--- src/rtl/usb_serial_in_ep.sv ---
// Bulk IN endpoint: buffers a device byte stream, slices it into packets of up
// to MAX_PKT bytes for the protocol engine, and closes a full-size burst with a ZLP.
module usb_serial_in_ep #(
  parameter int FIFO_DEPTH   = 64,
  parameter int MAX_PKT      = 32,
  parameter int IDLE_TIMEOUT = 4800
) (
  input  logic       clk,
  input  logic       reset,
  input  logic [7:0] wr_data,
  input  logic       wr_valid,
  output logic       wr_ready,
  input  logic       stall_i,
  output logic       in_ep_req,
  input  logic       in_ep_grant,
  input  logic       in_ep_data_free,
  output logic       in_ep_data_put,
  output logic [7:0] in_ep_data,
  output logic       in_ep_data_done,
  output logic       in_ep_stall,
  input  logic       in_ep_acked
);

  localparam int AW = $clog2(FIFO_DEPTH);
  localparam int PW = $clog2(MAX_PKT) + 1;
  localparam int TW = $clog2(IDLE_TIMEOUT + 1);

  localparam logic [AW:0]   DEPTH_C   = (AW + 1)'(FIFO_DEPTH);
  localparam logic [AW:0]   MAX_CNT_C = (AW + 1)'(MAX_PKT);
  localparam logic [PW-1:0] MAX_PKT_C = PW'(MAX_PKT);
  localparam logic [TW-1:0] TIMEOUT_C = TW'(IDLE_TIMEOUT);

  typedef enum logic [2:0] {
    S_IDLE,
    S_REQ,
    S_FILL,
    S_DONE,
    S_WAIT_ACK
  } state_t;

  state_t        state, state_nxt;
  logic [7:0]    mem [FIFO_DEPTH];
  logic [AW-1:0] wr_ptr, rd_ptr;
  logic [AW:0]   count;
  logic          push, pop;
  logic [TW-1:0] idle_tmr;
  logic          zlp_pending;
  logic [PW-1:0] target, target_nxt, sent;
  logic          clr_sent, ack_seen, full_start;
  logic          stall_q;

  assign wr_ready    = count < DEPTH_C;
  assign push        = wr_valid & wr_ready;
  assign pop         = in_ep_data_put;
  // Head is forced to zero while empty so the byte lane idles at a known value.
  assign in_ep_data  = (count != '0) ? mem[rd_ptr] : 8'h00;
  assign in_ep_stall = stall_q;

  // FIFO storage (data only, no reset)
  always_ff @(posedge clk) begin
    if (push) mem[wr_ptr] <= wr_data;
  end

  // FIFO pointers and occupancy
  always_ff @(posedge clk) begin
    if (reset) begin
      wr_ptr <= '0;
      rd_ptr <= '0;
      count  <= '0;
    end else begin
      if (push) wr_ptr <= wr_ptr + 1'b1;
      if (pop)  rd_ptr <= rd_ptr + 1'b1;
      case ({push, pop})
        2'b10:   count <= count + 1'b1;
        2'b01:   count <= count - 1'b1;
        default: count <= count;
      endcase
    end
  end

  // Packet sequencing
  always_comb begin
    state_nxt       = state;
    target_nxt      = target;
    in_ep_req       = 1'b0;
    in_ep_data_put  = 1'b0;
    in_ep_data_done = 1'b0;
    clr_sent        = 1'b0;
    ack_seen        = 1'b0;
    full_start      = 1'b0;
    case (state)
      S_IDLE: begin
        if (count >= MAX_CNT_C) begin
          target_nxt = MAX_PKT_C;
          full_start = 1'b1;
          state_nxt  = S_REQ;
        end else if (idle_tmr == TIMEOUT_C && count != '0) begin
          target_nxt = PW'(count);
          state_nxt  = S_REQ;
        end else if (idle_tmr == TIMEOUT_C && zlp_pending) begin
          target_nxt = '0;
          state_nxt  = S_REQ;
        end
      end
      S_REQ: begin
        in_ep_req = 1'b1;
        if (in_ep_grant) begin
          clr_sent  = 1'b1;
          state_nxt = S_FILL;
        end
      end
      S_FILL: begin
        in_ep_req      = 1'b1;
        in_ep_data_put = in_ep_grant & in_ep_data_free & (sent < target);
        if (!in_ep_data_put && sent == target) state_nxt = S_DONE;
      end
      S_DONE: begin
        in_ep_req       = 1'b1;
        in_ep_data_done = 1'b1;
        state_nxt       = S_WAIT_ACK;
      end
      S_WAIT_ACK: begin
        in_ep_req = 1'b1;
        if (in_ep_acked) begin
          ack_seen  = 1'b1;
          state_nxt = S_IDLE;
        end
      end
      default: state_nxt = S_IDLE;
    endcase
  end

  always_ff @(posedge clk) begin
    if (reset) begin
      state       <= S_IDLE;
      target      <= '0;
      sent        <= '0;
      zlp_pending <= 1'b0;
    end else begin
      state  <= state_nxt;
      target <= target_nxt;
      if (clr_sent)            sent <= '0;
      else if (in_ep_data_put) sent <= sent + 1'b1;
      // A full packet needs a trailing ZLP unless more data follows it.
      if (ack_seen)        zlp_pending <= (target == MAX_PKT_C);
      else if (full_start) zlp_pending <= 1'b0;
    end
  end

  // Idle flush timer, only runs while IDLE has something to flush
  always_ff @(posedge clk) begin
    if (reset) begin
      idle_tmr <= '0;
    end else if (push || state != S_IDLE || state_nxt != S_IDLE) begin
      idle_tmr <= '0;
    end else if ((count != '0 || zlp_pending) && idle_tmr != TIMEOUT_C) begin
      idle_tmr <= idle_tmr + 1'b1;
    end
  end

  always_ff @(posedge clk) begin
    if (reset) stall_q <= 1'b0;
    else       stall_q <= stall_i;
  end

endmodule

--- config.mk ---
export PLATFORM = sky130hd
export DESIGN_NAME = usb_serial_in_ep
export DESIGN_NICKNAME = d
export VERILOG_FILES = /design/src/rtl/usb_serial_in_ep.sv
export SDC_FILE = /design/constraint.sdc
export NUM_CORES = 1
export LEC_CHECK = 0
export CORE_AREA = 2 2 198 200
export DETAILED_ROUTE_END_ITERATION = 6
export DIE_AREA = 0 0 200 202
export DONT_BUFFER_PORTS = 1
export PLACE_DENSITY = 0.86
export REMOVE_ABC_BUFFERS = 1
export SYNTH_ARGS = -nofsm -noshare
export SYNTH_HDL_FRONTEND = slang
export SYNTH_SLANG_ARGS = --single-unit
--- constraint.sdc ---
create_clock -name clk -period 4.53 [get_ports clk]
set_clock_uncertainty 0.05 [all_clocks]
set_input_delay 0 -clock clk [delete_from_list [all_inputs] [get_ports clk]]
set_output_delay 0 -clock clk [all_outputs]
set_load 0.05 [all_outputs]
==> flow_summary.yaml <==
placement:
  gp_congestion: 0.854
  io_buffers: 0
  place_hpwl_mm: 30.2
  place_area_sq_um: 23200
synthesis:
  yosysMostFrequentCell: "edfxtp_1"
  synth_edf_count: 512
  yosysTopAreaCell: "edfxtp_1"
  synth_top_area_share_pct: 67.7
  synthCells: 1244
  yosys_warnings: 0
  yosysUniqueCellTypes: 68
  syn_avg_cell_area_sq_um: 18.3
  synth-seq-area-share_pct: 72.6
  ys_dominant_reg_cell: "edfxtp_1"
  synth_area_sq_um: 22700
  ys_ff_latch: 567
  synth.top_cells.by_count: "512 x edfxtp_1, 128 x mux4_2, 116 x nor2_1, 55 x dfxtp_1, 34 x a21oi_1"
  yosys-top-cells-area: "edfxtp_1 68%, mux4_2 13%, dfxtp_1 4.8%"
  synth_async_sr_flop_share_pct: 0
worst_setup_path:
  worstPathRequired_ns: 4.96
  rr_startpoint: "target[3]"
  reg2regPathDepth: 13
  reg2reg_to: "count[6]"
  startpoint: "target[3]"
  arrival_ns: 4.20
  start_kind: "register"
  path_max_fanout: 22
  worst_setup_path_end_kind: "register"
  crit_end: "count[6]"
  rrSetupSlack_ns: 0.77
  worstSetupPathType: "register to register"
finish:
  num-nets-final: 1311
  regArea_sq_um: 16500
  area_growth_pct: 11.8
  multiInputGateArea_sq_um: 5860
  final_layout_size_suffix_gt1_share_pct: 20.1
  fin_area_sq_um: 25400
  diodes: 0
  fill_cells: 2327
clock_tree:
  clk_pin_slew_ns: 0.06
  post_cts_buffers: 0
  cts_tree: "yes"
  htree_levels: 2
  cts_inserted_buffers: 55
  cts_root_buf: "clkbuf_16"
  clkSinkCount: 567
  cts_resized: 0
  clock_latency_ns: 0.59
  postCtsHoldBufs: 25
  clk_path_buf_depth: 3
timing:
  fmax_ghz: 0.266
  min_period_over_period_pct: 83.1
  slew_viol_final: 0
  finalSetupViolCount: 0
  rsz0062_at_grt: "no"
  tightest_slew_ns: 1.11
  period_minus_slack_ns: 3.76
  hold_viol_final: 0
  relSlewSlack_pct: 25.2
  holdWs_ns: 0.166
floorplanning:
  ios: 28
  dieArea_sq_um: 40400
  die_w_um: 200
  dieHeight_um: 202
  initial_utilization_pct: 59.3
  coreArea_sq_um: 38300
  fp-row-count: 72
power_and_ir_drop:
  leakagePower_uw: 0.00773
  p_clk_share_pct: 42.8
  power_density_nw_per_um2: 414
  switchingPower_uw: 2140
  p_int_uw: 8370
  switching_share_pct: 20.3
  pwr-share-seq_pct: 54.5
  p_comb_share_pct: 2.7
  ir_drop_mv: 0.272
  p_total_uw: 10500
route:
  firstDrtPassIters: 6
  route.vias.total: 12300
  routedWlPerCell_um: 29.2
  routed_wirelength_mm: 53.6
  ant_nets: 0
  drt-vias-per-instance: 6.69
  drtIter0Drc: 1400
  drc_errors: 0
worst_hold_path:
  hold_depth: 3
  hold_class: "input pin to register"
grt:
  grt_use_total_pct: 27.2
  grt_pass1_vias: 12600
  grt_pass1_wl_mm: 79.0
  antenna_found_initial: 0
  grt_overflow: 0
  grt_max_degree: 65
run:
  drv_cap: 0
run_status:
  outcome: "complete, no violations"
## worst min-delay path by stage
stage	start	end	slack, ns
final	in_ep_acked	state[2]	0.17
after global routing	in_ep_acked	state[2]	0.18
after CTS	in_ep_acked	state[2]	0.13
after detailed placement	reset	register	0.02
after global placement	reset	register	0.02
after floorplan	reset	register	0.02
## state kept, by name (all words and copies together) (netlist names), named ones only
register and count:
mem 512, sent 6, zlp_pending 1, idle_tmr 13
in_ep_stall 1, state 3, wr_ptr 6, count 7
target 6, rd_ptr 6
## power groups by stage
stage               logic, uW  clock network [uW]  registers, uW
floorplan                 107                   0           5840
global placement          148                   0           5840
detailed placement        154                   0           5840
CTS                       273                4520           5730
global route              292                4730           5730
finish                    281                4500           5730
## worst max-delay path, stage by stage, from the launching register on
cell and delay [ns]:
dfxtp_1 0.35, inv_1 0.06, ha_1 0.31, a21o_1 0.17, a21o_1 0.19, a211o_1 0.52, nor2_1 0.29, ha_1 0.39
ha_1 0.33, a21o_1 0.17, a21oi_1 0.25, o21ai_0 0.15, nand4_1 0.10, mux2_2 0.33
## logic make-up after synthesis
kind of cell / share of synthesized area, %
AND/OR/NAND/NOR: 5.81
AO/OA/AOI/OAI: 4.11
flip-flops: 72.6
buffers and inverters: 1.74
XOR/XNOR: 0.656
multiplexers: 14.1
adder cells (fa/ha/maj): 1.03
## layout make-up
type                            instances  share of cell area, %
Timing Repair Buffer                   42                   2.28
Clock buffer                           75                   6.04
Sequential cell                       567                   64.9
Inverter                               16                  0.237
Clock inverter                         24                  0.863
Multi-Input combinational cell        596                   23.1
Tap cell                              518                   2.55
## cell usage in the layout (no fill, tap or decap), types with 14 or more instances in the layout
master         instances
a21oi_1               34
nand3_1               22
clkbuf_16             57
edfxtp_1             512
clkbuf_1              14
mux2i_1               27
inv_1                 16
mux4_2               128
dfxtp_1               51
ha_1                  17
o21ai_0               19
nor2_1               116
nor3_1                14
nand2_1               31
dlygate4sd3_1         16
## metal layers
layer / track usage [%] / share of wire [%] / up-vias
met5: 0 / 0 / -
met4: 12.9 / 5.1 / 0
met3: 6.31 / 10 / 175
met2: 45.0 / 50 / 777
met1: 34.3 / 34 / 6239
li1: - / - / 5106
## per-stage QoR
step / utilization, % / cells / TNS (ns) / worst slack (ns)
6_report: 66.3 / 1838 / 0 / 0.768
5_1_grt: 66.3 / 1838 / 0 / 0.577
4_1_cts: 66.3 / 1838 / 0 / 0.822
3_5_place_dp: 60.7 / 1714 / 0 / 0.841
3_3_place_gp: 60.7 / 1714 / 0 / 1.01
2_1_floorplan: - / 1179 / -16.17 / -2.64
Note: power is estimated with default switching activity, not from simulation.
